$ cat src/rtl/dco_trim_controller_if.sv
// Signal bundle between the DCO trim controller and its surroundings.
// The master drives the controls and the reference; the slave is the controller.
interface dco_trim_controller_if #(
  parameter int unsigned TRIM_W = 26,
  parameter int unsigned DIV_W  = 5,
  parameter int unsigned CNT_W  = 7
);
  logic              ENABLE;
  logic              REF;
  logic [DIV_W-1:0]  DIV;
  logic              EXT_SEL;
  logic [TRIM_W-1:0] EXT_TRIM;
  logic [TRIM_W-1:0] TRIM;
  logic              LOCKED;
  logic [CNT_W-1:0]  PERIOD;

  modport master (
    output ENABLE, REF, DIV, EXT_SEL, EXT_TRIM,
    input  TRIM, LOCKED, PERIOD
  );

  modport slave (
    input  ENABLE, REF, DIV, EXT_SEL, EXT_TRIM,
    output TRIM, LOCKED, PERIOD
  );
endinterface

$ cat src/rtl/dco_trim_controller.sv
// Frequency-lock loop for the ring DCO: counts DCO cycles per REF period and
// walks a thermometer trim word one stage at a time toward the DIV target.
module dco_trim_controller #(
  parameter int unsigned       TRIM_W     = 26,
  parameter int unsigned       DIV_W      = 5,
  parameter int unsigned       CNT_W      = 7,
  parameter int unsigned       TOL        = 1,
  parameter int unsigned       LOCK_N     = 4,
  parameter logic [TRIM_W-1:0] TRIM_RESET = TRIM_W'(26'h0001FFF)
) (
  input  logic                  CLK,
  input  logic                  RESETB,
  dco_trim_controller_if.slave  bus
);

  localparam int unsigned CMP_W  = CNT_W + 1;
  localparam int unsigned LOCK_W = $clog2(LOCK_N + 1);
  localparam logic [CNT_W-1:0]  CNT_MAX  = '1;
  localparam logic [LOCK_W-1:0] LOCK_SAT = LOCK_W'(LOCK_N);

  typedef enum logic [1:0] {
    ST_IDLE  = 2'd0,
    ST_FIRST = 2'd1,
    ST_TRACK = 2'd2
  } state_t;

  state_t            r_state;
  state_t            w_state_nxt;
  logic              r_s1, r_s2, r_s3;
  logic [CNT_W-1:0]  r_cnt, w_cnt_nxt;
  logic [CNT_W-1:0]  r_period, w_period_nxt;
  logic [TRIM_W-1:0] r_trim, w_trim_nxt;
  logic [LOCK_W-1:0] r_lock_cnt, w_lock_cnt_nxt;
  logic              r_locked, w_locked_nxt;

  logic              w_ref_rise;
  logic [CNT_W-1:0]  w_cnt_inc;
  logic [LOCK_W-1:0] w_lock_inc;
  logic [CMP_W-1:0]  w_m;
  logic [CMP_W-1:0]  w_div;
  logic              w_too_fast;
  logic              w_too_slow;
  logic [TRIM_W-1:0] w_trim_up;
  logic [TRIM_W-1:0] w_trim_dn;

  // REF crossing into the DCO domain and rising-edge detect
  always_ff @(posedge CLK or negedge RESETB) begin
    if (!RESETB) begin
      r_s1 <= 1'b0;
      r_s2 <= 1'b0;
      r_s3 <= 1'b0;
    end else begin
      r_s1 <= bus.REF;
      r_s2 <= r_s1;
      r_s3 <= r_s2;
    end
  end

  assign w_ref_rise = r_s2 & ~r_s3;

  assign w_cnt_inc  = (r_cnt == CNT_MAX) ? r_cnt : r_cnt + CNT_W'(1);
  assign w_lock_inc = (r_lock_cnt == LOCK_SAT) ? r_lock_cnt : r_lock_cnt + LOCK_W'(1);

  // One extra bit keeps DIV+TOL and m+TOL from wrapping
  assign w_m        = CMP_W'(r_cnt);
  assign w_div      = CMP_W'(bus.DIV);
  assign w_too_fast = (r_cnt == CNT_MAX) || (w_m > (w_div + CMP_W'(TOL)));
  assign w_too_slow = (w_m + CMP_W'(TOL)) < w_div;

  assign w_trim_up  = {r_trim[TRIM_W-2:0], 1'b1};
  assign w_trim_dn  = {1'b0, r_trim[TRIM_W-1:1]};

  always_ff @(posedge CLK or negedge RESETB) begin
    if (!RESETB) begin
      r_state <= ST_IDLE;
    end else begin
      r_state <= w_state_nxt;
    end
  end

  always_comb begin
    w_state_nxt    = r_state;
    w_cnt_nxt      = r_cnt;
    w_period_nxt   = r_period;
    w_trim_nxt     = r_trim;
    w_lock_cnt_nxt = r_lock_cnt;
    w_locked_nxt   = r_locked;

    if (!bus.ENABLE || bus.EXT_SEL) begin
      w_state_nxt    = ST_IDLE;
      w_cnt_nxt      = '0;
      w_lock_cnt_nxt = '0;
      w_locked_nxt   = 1'b0;
    end else begin
      unique case (r_state)
        ST_IDLE: begin
          w_state_nxt = ST_FIRST;
        end
        // The partial period before the first REF edge is thrown away
        ST_FIRST: begin
          if (w_ref_rise) begin
            w_cnt_nxt   = CNT_W'(1);
            w_state_nxt = ST_TRACK;
          end else begin
            w_cnt_nxt   = w_cnt_inc;
          end
        end
        ST_TRACK: begin
          if (w_ref_rise) begin
            w_cnt_nxt    = CNT_W'(1);
            w_period_nxt = r_cnt;
            if (w_too_fast) begin
              w_trim_nxt     = w_trim_up;
              w_lock_cnt_nxt = '0;
              w_locked_nxt   = 1'b0;
            end else if (w_too_slow) begin
              w_trim_nxt     = w_trim_dn;
              w_lock_cnt_nxt = '0;
              w_locked_nxt   = 1'b0;
            end else begin
              w_lock_cnt_nxt = w_lock_inc;
              w_locked_nxt   = (w_lock_inc == LOCK_SAT);
            end
          end else begin
            w_cnt_nxt = w_cnt_inc;
          end
        end
        default: begin
          w_state_nxt = ST_IDLE;
        end
      endcase
    end
  end

  always_ff @(posedge CLK or negedge RESETB) begin
    if (!RESETB) begin
      r_cnt      <= '0;
      r_period   <= '0;
      r_trim     <= TRIM_RESET;
      r_lock_cnt <= '0;
      r_locked   <= 1'b0;
    end else begin
      r_cnt      <= w_cnt_nxt;
      r_period   <= w_period_nxt;
      r_trim     <= w_trim_nxt;
      r_lock_cnt <= w_lock_cnt_nxt;
      r_locked   <= w_locked_nxt;
    end
  end

  // Override is a plain mux so the internal trim stays frozen underneath it
  assign bus.TRIM   = bus.EXT_SEL ? bus.EXT_TRIM : r_trim;
  assign bus.LOCKED = r_locked;
  assign bus.PERIOD = r_period;

endmodule

$ cat src/flat_wrapper.sv
// flat-port wrapper written by rule: the top's interface ports become plain ports
module dco_trim_controller_flat 
#(
  parameter int unsigned       TRIM_W     = 26,
  parameter int unsigned       DIV_W      = 5,
  parameter int unsigned       CNT_W      = 7,
  parameter int unsigned       TOL        = 1,
  parameter int unsigned       LOCK_N     = 4,
  parameter logic [TRIM_W-1:0] TRIM_RESET = TRIM_W'(26'h0001FFF)
)
  (CLK, RESETB, bus_ENABLE, bus_REF, bus_DIV, bus_EXT_SEL, bus_EXT_TRIM, bus_TRIM, bus_LOCKED, bus_PERIOD);
  dco_trim_controller_if #(.TRIM_W(TRIM_W), .DIV_W(DIV_W), .CNT_W(CNT_W)) bus_i ();
  input  logic CLK;
  input  logic RESETB;
  input wire logic [$bits(bus_i.ENABLE)-1:0] bus_ENABLE;
  input wire logic [$bits(bus_i.REF)-1:0] bus_REF;
  input wire logic [$bits(bus_i.DIV)-1:0] bus_DIV;
  input wire logic [$bits(bus_i.EXT_SEL)-1:0] bus_EXT_SEL;
  input wire logic [$bits(bus_i.EXT_TRIM)-1:0] bus_EXT_TRIM;
  output wire logic [$bits(bus_i.TRIM)-1:0] bus_TRIM;
  output wire logic [$bits(bus_i.LOCKED)-1:0] bus_LOCKED;
  output wire logic [$bits(bus_i.PERIOD)-1:0] bus_PERIOD;
  assign bus_i.ENABLE = bus_ENABLE;
  assign bus_i.REF = bus_REF;
  assign bus_i.DIV = bus_DIV;
  assign bus_i.EXT_SEL = bus_EXT_SEL;
  assign bus_i.EXT_TRIM = bus_EXT_TRIM;
  assign bus_TRIM = bus_i.TRIM;
  assign bus_LOCKED = bus_i.LOCKED;
  assign bus_PERIOD = bus_i.PERIOD;
  dco_trim_controller #(.TRIM_W(TRIM_W), .DIV_W(DIV_W), .CNT_W(CNT_W), .TOL(TOL), .LOCK_N(LOCK_N), .TRIM_RESET(TRIM_RESET)) u_core (.CLK(CLK), .RESETB(RESETB), .bus(bus_i));
endmodule
$ cat config.mk
export PLATFORM = sky130hd
export DESIGN_NAME = dco_trim_controller_flat
export DESIGN_NICKNAME = d
export VERILOG_FILES = /design/src/rtl/dco_trim_controller_if.sv /design/src/rtl/dco_trim_controller.sv /design/src/flat_wrapper.sv
export SDC_FILE = /design/constraint.sdc
export NUM_CORES = 1
export LEC_CHECK = 0
export CAP_MARGIN = 10
export CORE_ASPECT_RATIO = 1.25
export CORE_MARGIN = 4
export CORE_UTILIZATION = 46
export CTS_CLUSTER_DIAMETER = 120
export DETAILED_ROUTE_END_ITERATION = 16
export HOLD_SLACK_MARGIN = 0.03
export PLACE_DENSITY = 0.77
export SKIP_LAST_GASP = 1
export SLEW_MARGIN = 20
export SYNTH_ARGS = -nofsm -noshare
export SYNTH_HDL_FRONTEND = slang
export SYNTH_SLANG_ARGS = --single-unit
$ cat constraint.sdc
create_clock -name CLK -period 2.45 [get_ports CLK]
set_input_delay 0.245 -clock CLK [delete_from_list [all_inputs] [get_ports CLK]]
set_output_delay 0.245 -clock CLK [all_outputs]
set_load 0.1 [all_outputs]
==> key figures, run 1 <==
Route
  • Avg WL per Cell: 16.88 um
  • Starting DRT DRC Count: 234
  • Drt first pass iters: 4
  • Final ANT Viol Nets: 0
  • Vias per std cell: 5.798
  • Total number of vias: 2963
  • WL final: 8628 um
  • DR DRC count: 0

Synth
  • Yosys reg bits: 49
  • Async SR Flop Fraction: 100.0%
  • Mapped Area: 0.003198 mm2
  • Main flop type after synthesis: dfrtp_1
  • Synth top area share: 28.17%
  • Yosys warning count: 0
  • Synth cell types: 48
  • Top cells by area, synth: dfrtp_1 28%, dfstp_2 11%, mux2_2 8.8%
  • Largest area contributor in the netlist: dfrtp_1
  • Post-synth EDFFs: 0
  • Syn_nets: 391
  • Mean post-synth cell area: 9.518 um2
  • Sequential share of the synthesized area: 38.85%
  • Synth Instances: 336

Timing
  • Minimum clock period after layout: 2457 ps
  • Fin Clk Skew: 10.98 ps
  • Max_slew headroom: 37.28%
  • Max Clk Rate: 407.1 MHz
  • Max-slew violations: 0
  • Setup total negative slack: -9.144 ps
  • Part of the cycle the worst path needs: 100.3%
  • Final Hold Fails: 0
  • Final setup margin: -6.535 ps
  • Hold Slack: 79.89 ps
  • RSZ-0062 raised after global routing: yes
  • Setup violators final: 2
  • Worst-Margin Slew: 940.8 ps

Global routing
  • First-pass GRT wire length: 13320 um
  • Grt met3 use: 3.648%
  • Met1 Use GR: 24.28%
  • Global Route met2 Usage: 35.80%
  • All-layer global routing usage: 20.18%
  • Gr ovfl total: 0
  • Initial antenna violation count: 0
  • Maximum number of pins on one net before global-route repair: 44
  • GRT Max-Usage Layer: met2
  • Vias in the first global route: 2842

Clocking
  • CTS root buffer: clkbuf_8
  • Clk slew on worst S/H paths: 100 ps
  • CTS tree: done
  • Clock buffer depth: 2
  • Clock sink count: 49
  • H-tree levels: 2
  • Clk_lat worst skew: 310 ps
  • Cts hold-fix bufs: 0
  • CTS buffer count: 5

Setup path
  • Setup crit start kind: flop
  • Critical Path AT: 2650 ps
  • CP required: 2640 ps
  • Reg-to-reg startpoint: u_core.r_cnt[0]
  • Setup CP Type: flop to flop
  • CP Max Fanout: 7
  • Worst Setup End Kind: flop
  • CP Launch Point: u_core.r_cnt[0]

Floorplanning
  • Die Ht: 101.2 um
  • # rows: 33
  • Initial core utilization: 48.11%
  • Core ar.: 0.006648 mm2
  • Die outline area: 0.008358 mm2
  • Die W: 82.58 um
  • I/O pin count: 70

Pwr
  • Peak VDD IR: 331.4 uV
  • Pwr dens: 407.7 mW/mm2
  • Tot Pwr: 1.918 mW
  • Leak: 2.234 nW

Layout
  • Layout cells sized above 1: 32.08%
  • Core Util, Final: 70.79%
  • Most frequent cells in the layout: 50 x nand2_1, 34 x dfrtp_1, 32 x nor2_1, 32 x buf_4, 29 x clkdlybuf4s50_1
  • Final instance area: 0.004706 mm2
  • Leading cell type in the layout, fill and taps excluded: nand2_1
  • Area grow syn2layout: 47.14%
  • Inserted Diodes: 0
  • Fin nets: 478

Placed design
  • Post-Place Cell Area: 0.004330 mm2
  • IO Port Bufs: 69
  • DP HPWL: 5715 um
  • Routability cong.: 0.8971

Flow run
  • MaxCap Viol Count: 0

Outcome
  • Outcome: finished with violations
  • Failing checks: setup timing

Worst hold path
  • Hold Path Class: primary input to async pin
==> power by group <==
group	switching, mW	internal [mW]	total (mW)
Sequential	0.00499	0.818	0.823
Combinational	0.304	0.219	0.523
Clock	0.270	0.303	0.573
==> what timing repair did <==
item                                    in CTS  in global routing
endpoints found under the setup margin      30                 29
resized for setup                           12                 21
cloned                                       2                  4
pin swaps                                    4                 27
setup buffers                                2                  1
==> registers in the layout (all words and copies together), names as in the netlist <==
| register | cells |
|---|---|
| u_core.r_s2 | 1 |
| u_core.r_lock_cnt | 3 |
| u_core.r_state | 2 |
| u_core.r_cnt | 7 |
| u_core.r_s1 | 1 |
| u_core.bus.LOCKED | 1 |
| u_core.r_trim | 26 |
| u_core.bus.PERIOD | 7 |
| u_core.r_s3 | 1 |
==> final cells by class <==
class / instances / area [um2]
Multi-Input combinational cell: 251 / 1919
Clock inverter: 2 / 35.03
Inverter: 15 / 56.30
Fill cell: 459 / 1942
Sequential cell: 49 / 1245
Timing Repair Buffer: 101 / 1269
Clock buffer: 6 / 72.57
Tap cell: 87 / 108.9
==> metal layers <==
metal	share of wire [%]	routed length, um	vias up
met5	0	0	-
met1	38	3293	1459
met2	53	4576	102
li1	-	-	1381
met3	6.3	547	21
met4	2.4	210	0
==> cell usage after synthesis (2+ instances only) <==
cell type and count:
nor2_1 32, and3_1 25, a22o_1 2, dfrtp_1 36, a21o_1 2, ha_1 19, dfstp_2 13, buf_6 2
mux2_2 25, buf_1 3, o21a_1 2, inv_1 15, a21oi_1 11, xnor2_1 5, nand3_1 8, nor2b_1 4
nor3_1 4, clkbuf_1 11, o21ai_0 6, nand2_1 50, a211oi_1 3, a221o_1 24, mux2i_1 2, buf_2 7
nor3b_1 2
==> critical path, stage by stage (launching register included) <==
cell and delay [ps]:
dfrtp_1 440, buf_6 140, nand3_4 60, xnor2_2 150, ha_1 310, a21o_1 200
a211oi_2 210, o221a_4 330, o21ai_4 130, a221o_1 370
==> path summary, 6_finish.rpt <==
kind                       slack, ps           endpoint  depth (start not counted)
setup reg to reg                  -7  u_core.r_trim[16]                          9
hold / removal                    80  u_core.r_trim[19]                          1
setup / recovery                  -7  u_core.r_trim[16]                          9
max in group asynchronous       1660  u_core.r_trim[10]                          2
hold reg to reg                  350        u_core.r_s2                          0
min in group CLK                 350        u_core.r_s2                          0
==> kinds of logic (layout without fill, tap and decap cells) <==
| logic type | after synthesis | count (layout) | synth area share (%) |
|---|---|---|---|
| simple gates | 135 | 135 | 20.58 |
| compound gates | 60 | 63 | 16.16 |
| buf+inv | 39 | 124 | 5.438 |
| fa+ha+maj | 19 | 19 | 7.434 |
| mux | 28 | 28 | 9.898 |
| flops | 49 | 49 | 38.85 |
| xor+xnor | 6 | 6 | 1.643 |
==> metrics by stage <==
stage / setup WS, ps / cells
floorplan: 77.37 / 336
global placement: -469.9 / 495
detailed placement: -582.4 / 495
CTS: -66.27 / 506
global route: -96.80 / 511
finish: -6.535 / 511
Power figures use the tool's default switching activity.
==> run 2, diff against run 1 <==
--- a/config.mk
+++ b/config.mk
@@ -12,9 +12,8 @@
 export CTS_CLUSTER_DIAMETER = 120
 export DETAILED_ROUTE_END_ITERATION = 16
 export HOLD_SLACK_MARGIN = 0.03
-export PLACE_DENSITY = 0.77
+export PLACE_DENSITY_LB_ADDON = 0.15
 export SKIP_LAST_GASP = 1
-export SLEW_MARGIN = 20
 export SYNTH_ARGS = -nofsm -noshare
 export SYNTH_HDL_FRONTEND = slang
 export SYNTH_SLANG_ARGS = --single-unit
==> run 2 against run 1 <==
Against the previous run: die area did not move; maximum frequency grew 2.8%; total power up 1.5%; utilization decreased by 0.094 points; critical path type unchanged; the flow now finishes without violations; worst setup slack better by 67 ps; register-to-register slack better by 70 ps; global-route usage up 0.077 points; via count fell by 2.1%.
==> key figures, run 2 (same netlist as run 1, synthesis figures left out) <==
Clocking
  • Clock buffer depth: 2 (unchanged)
  • CTS buffer count: 5 (unchanged)
  • Clk_lat worst skew: 310 ps (about the same)
  • H-tree levels: 2 (unchanged)
  • Clock sink count: 49 (unchanged)
  • Clk slew on worst S/H paths: 90 ps (about the same)
  • CTS root buffer: clkbuf_8
  • Cts hold-fix bufs: 0 (unchanged)
  • CTS tree: done

Setup path
  • CP max stage delay: 420 ps (-20 ps)
  • Setup crit start kind: flop
  • Setup CP Type: flop to flop
  • CP cell instances: ha_4, nand3_2, xnor2_2, ha_1, a211oi_2, o221a_4, o21ai_2, a221o_1
  • Reg-to-reg startpoint: u_core.r_cnt[0]
  • Worst Setup End Kind: flop
  • CP Max Fanout: 6 (-1)
  • CP Launch Point: u_core.r_cnt[0]
  • CP required: 2640 ps (about the same)
  • Critical Path AT: 2580 ps (-70 ps)
  • CP max stage cell: dfrtp_2

Layout
  • Area grow syn2layout: 46.95%
  • Inserted Diodes: 0 (unchanged)
  • Layout cells sized above 1: 33.02% (+0.95 points)
  • Most frequent cells in the layout: 50 x nand2_1, 33 x buf_4, 33 x dfrtp_1
  • Register with the most flip-flops: u_core.r_trim
  • Max reg flops: 26 (unchanged)
  • Fin nets: 481 (+0.63%)
  • Final instance area: 0.004700 mm2 (-0.13%)
  • Leading cell type in the layout, fill and taps excluded: nand2_1

Worst hold path
  • Hold Path Class: primary input to async pin

Global routing
  • Global Route met2 Usage: 34.57% (-1.2 points)
  • Initial antenna violation count: 0 (unchanged)
  • Maximum number of pins on one net before global-route repair: 44 (unchanged)
  • Gr ovfl total: 0 (unchanged)
  • All-layer global routing usage: 20.26% (+0.077 points)
  • First-pass GRT wire length: 13290 um (-0.26%)
  • GRT Max-Usage Layer: met2
  • Grt met3 use: 4.004% (+0.36 points)
  • Vias in the first global route: 2880 (+1.3%)
  • Met1 Use GR: 25.07% (+0.79 points)

Route
  • Total number of vias: 2900 (-2.1%)
  • Avg WL per Cell: 16.25 um (-3.8%)
  • Starting DRT DRC Count: 192 (-18%)
  • WL final: 8353 um (-3.2%)
  • Drt first pass iters: 4 (unchanged)
  • Vias per std cell: 5.642 (-2.7%)
  • Final ANT Viol Nets: 0 (unchanged)
  • DR DRC count: 0 (unchanged)

Timing
  • Max Clk Rate: 418.4 MHz (+2.8%)
  • RSZ-0062 raised after global routing: yes
  • Max_slew headroom: 36.29% (-0.99 points)
  • Fin Clk Skew: 7.950 ps (-3.026 ps)
  • Final Hold Fails: 0 (unchanged)
  • Part of the cycle the worst path needs: 97.55% (-2.7 points)
  • Setup violators final: 0 (-2)
  • Minimum clock period after layout: 2390 ps (-66.50 ps)
  • Hold Slack: 83.37 ps (+3.483 ps)
  • Worst-Margin Slew: 955.6 ps (+14.85 ps)
  • Max-slew violations: 0 (unchanged)

Pwr
  • Leak: 2.226 nW (-0.38%)
  • Pwr dens: 414.5 mW/mm2 (+1.7%)
  • Peak VDD IR: 362.9 uV (+9.5%)

Floorplanning
  • Initial core utilization: 48.11% (unchanged)
  • # rows: 33 (unchanged)
  • Die Ht: 101.2 um (unchanged)
  • Die outline area: 0.008358 mm2 (unchanged)
  • Die W: 82.58 um (unchanged)
  • I/O pin count: 70 (unchanged)
  • Core ar.: 0.006648 mm2 (unchanged)

Flow run
  • MaxCap Viol Count: 0 (unchanged)

Placed design
  • Post-Place Cell Area: 0.004308 mm2 (-0.52%)
  • DP HPWL: 5428 um (-5.0%)
  • IO Port Bufs: 69 (unchanged)
  • Routability cong.: 0.8781 (-2.1%)

Outcome
  • Outcome: finished clean
-- run 2: cell types whose count changed in the layout (fill, tap and decap cells not counted), moves of 2 or more --
cell	change
buf_6	+3
clkbuf_2	+2
clkbuf_16	-2
dlymetal6s2s_1	-2
-- run 2: final cells by class --
cell class              count  area (um2)
clock buffers               7       86.33
clock inverters             1       30.03
repair buffers            104        1276
inverters                  15       56.30
multi-input cells         251        1896
flip-flops and latches     49        1246
well taps                  87       108.9
fillers                   474        1948
-- run 2: per-stage QoR --
| stage | setup slack (ps) | utilization (%) | instances | setup TNS (ps) | power, mW |
|---|---|---|---|---|---|
| global route | -23.37 | 70.69 | 514 | -134.9 | 2.021 |
| CTS | 8.236 | 69.41 | 511 | 0 | 1.951 |
| finish | 59.97 | 70.69 | 514 | 0 | 1.948 |
| floorplan | 77.37 | - | 336 | 0 | 1.121 |
| detailed placement | -601.4 | 64.80 | 492 | -16760 | 1.336 |
| global placement | -493.9 | 64.80 | 492 | -14160 | 1.330 |
-- run 2: layer usage --
metal | routed length, um | vias to the layer above
met5 | 0 | -
met4 | 180 | 0
met1 | 3450 | 1411
met2 | 4220 | 91
li1 | - | 1383
met3 | 501 | 15
-- run 2: power by group --
part           total [mW]  switching [mW]  internal (mW)
combinational       0.522           0.303          0.219
sequential          0.823         0.00519          0.818
clock               0.603           0.270          0.333
-- run 2: final timing paths --
path                            slack, ps                   end  cells past startpoint
worst min register to register        360           u_core.r_s2                      0
worst max register to register         60     u_core.r_trim[20]                      8
min in group CLK                      360           u_core.r_s2                      0
max in group asynchronous            1650      u_core.r_trim[1]                      2
worst min-delay path                   80  u_core.bus.PERIOD[3]                      1
worst max-delay path                   60     u_core.r_trim[20]                      8
-- run 2: worst max-delay path, delay by kind of cell (launching register included) --
| family | cells | cell delay (ps) |
|---|---|---|
| xor+xnor | 1 | 170 |
| fa+ha+maj | 2 | 490 |
| compound gates | 4 | 1090 |
| simple gates | 1 | 110 |
| flops | 1 | 420 |
-- run 2: what timing repair did --
action	CTS	global route
gates cloned	4	2
buffers inserted	7	1
setup endpoints to repair	30	29
resized for setup	17	19
pin swaps	9	17
==> run 3, diff against run 2 <==
--- a/config.mk
+++ b/config.mk
@@ -10,6 +10,7 @@
 export CORE_MARGIN = 4
 export CORE_UTILIZATION = 46
 export CTS_CLUSTER_DIAMETER = 120
+export CTS_CLUSTER_SIZE = 8
 export DETAILED_ROUTE_END_ITERATION = 16
 export HOLD_SLACK_MARGIN = 0.03
 export PLACE_DENSITY_LB_ADDON = 0.15
==> results of run 3 <==
The final DEF is identical to that of run 2; final timing and power are the same.
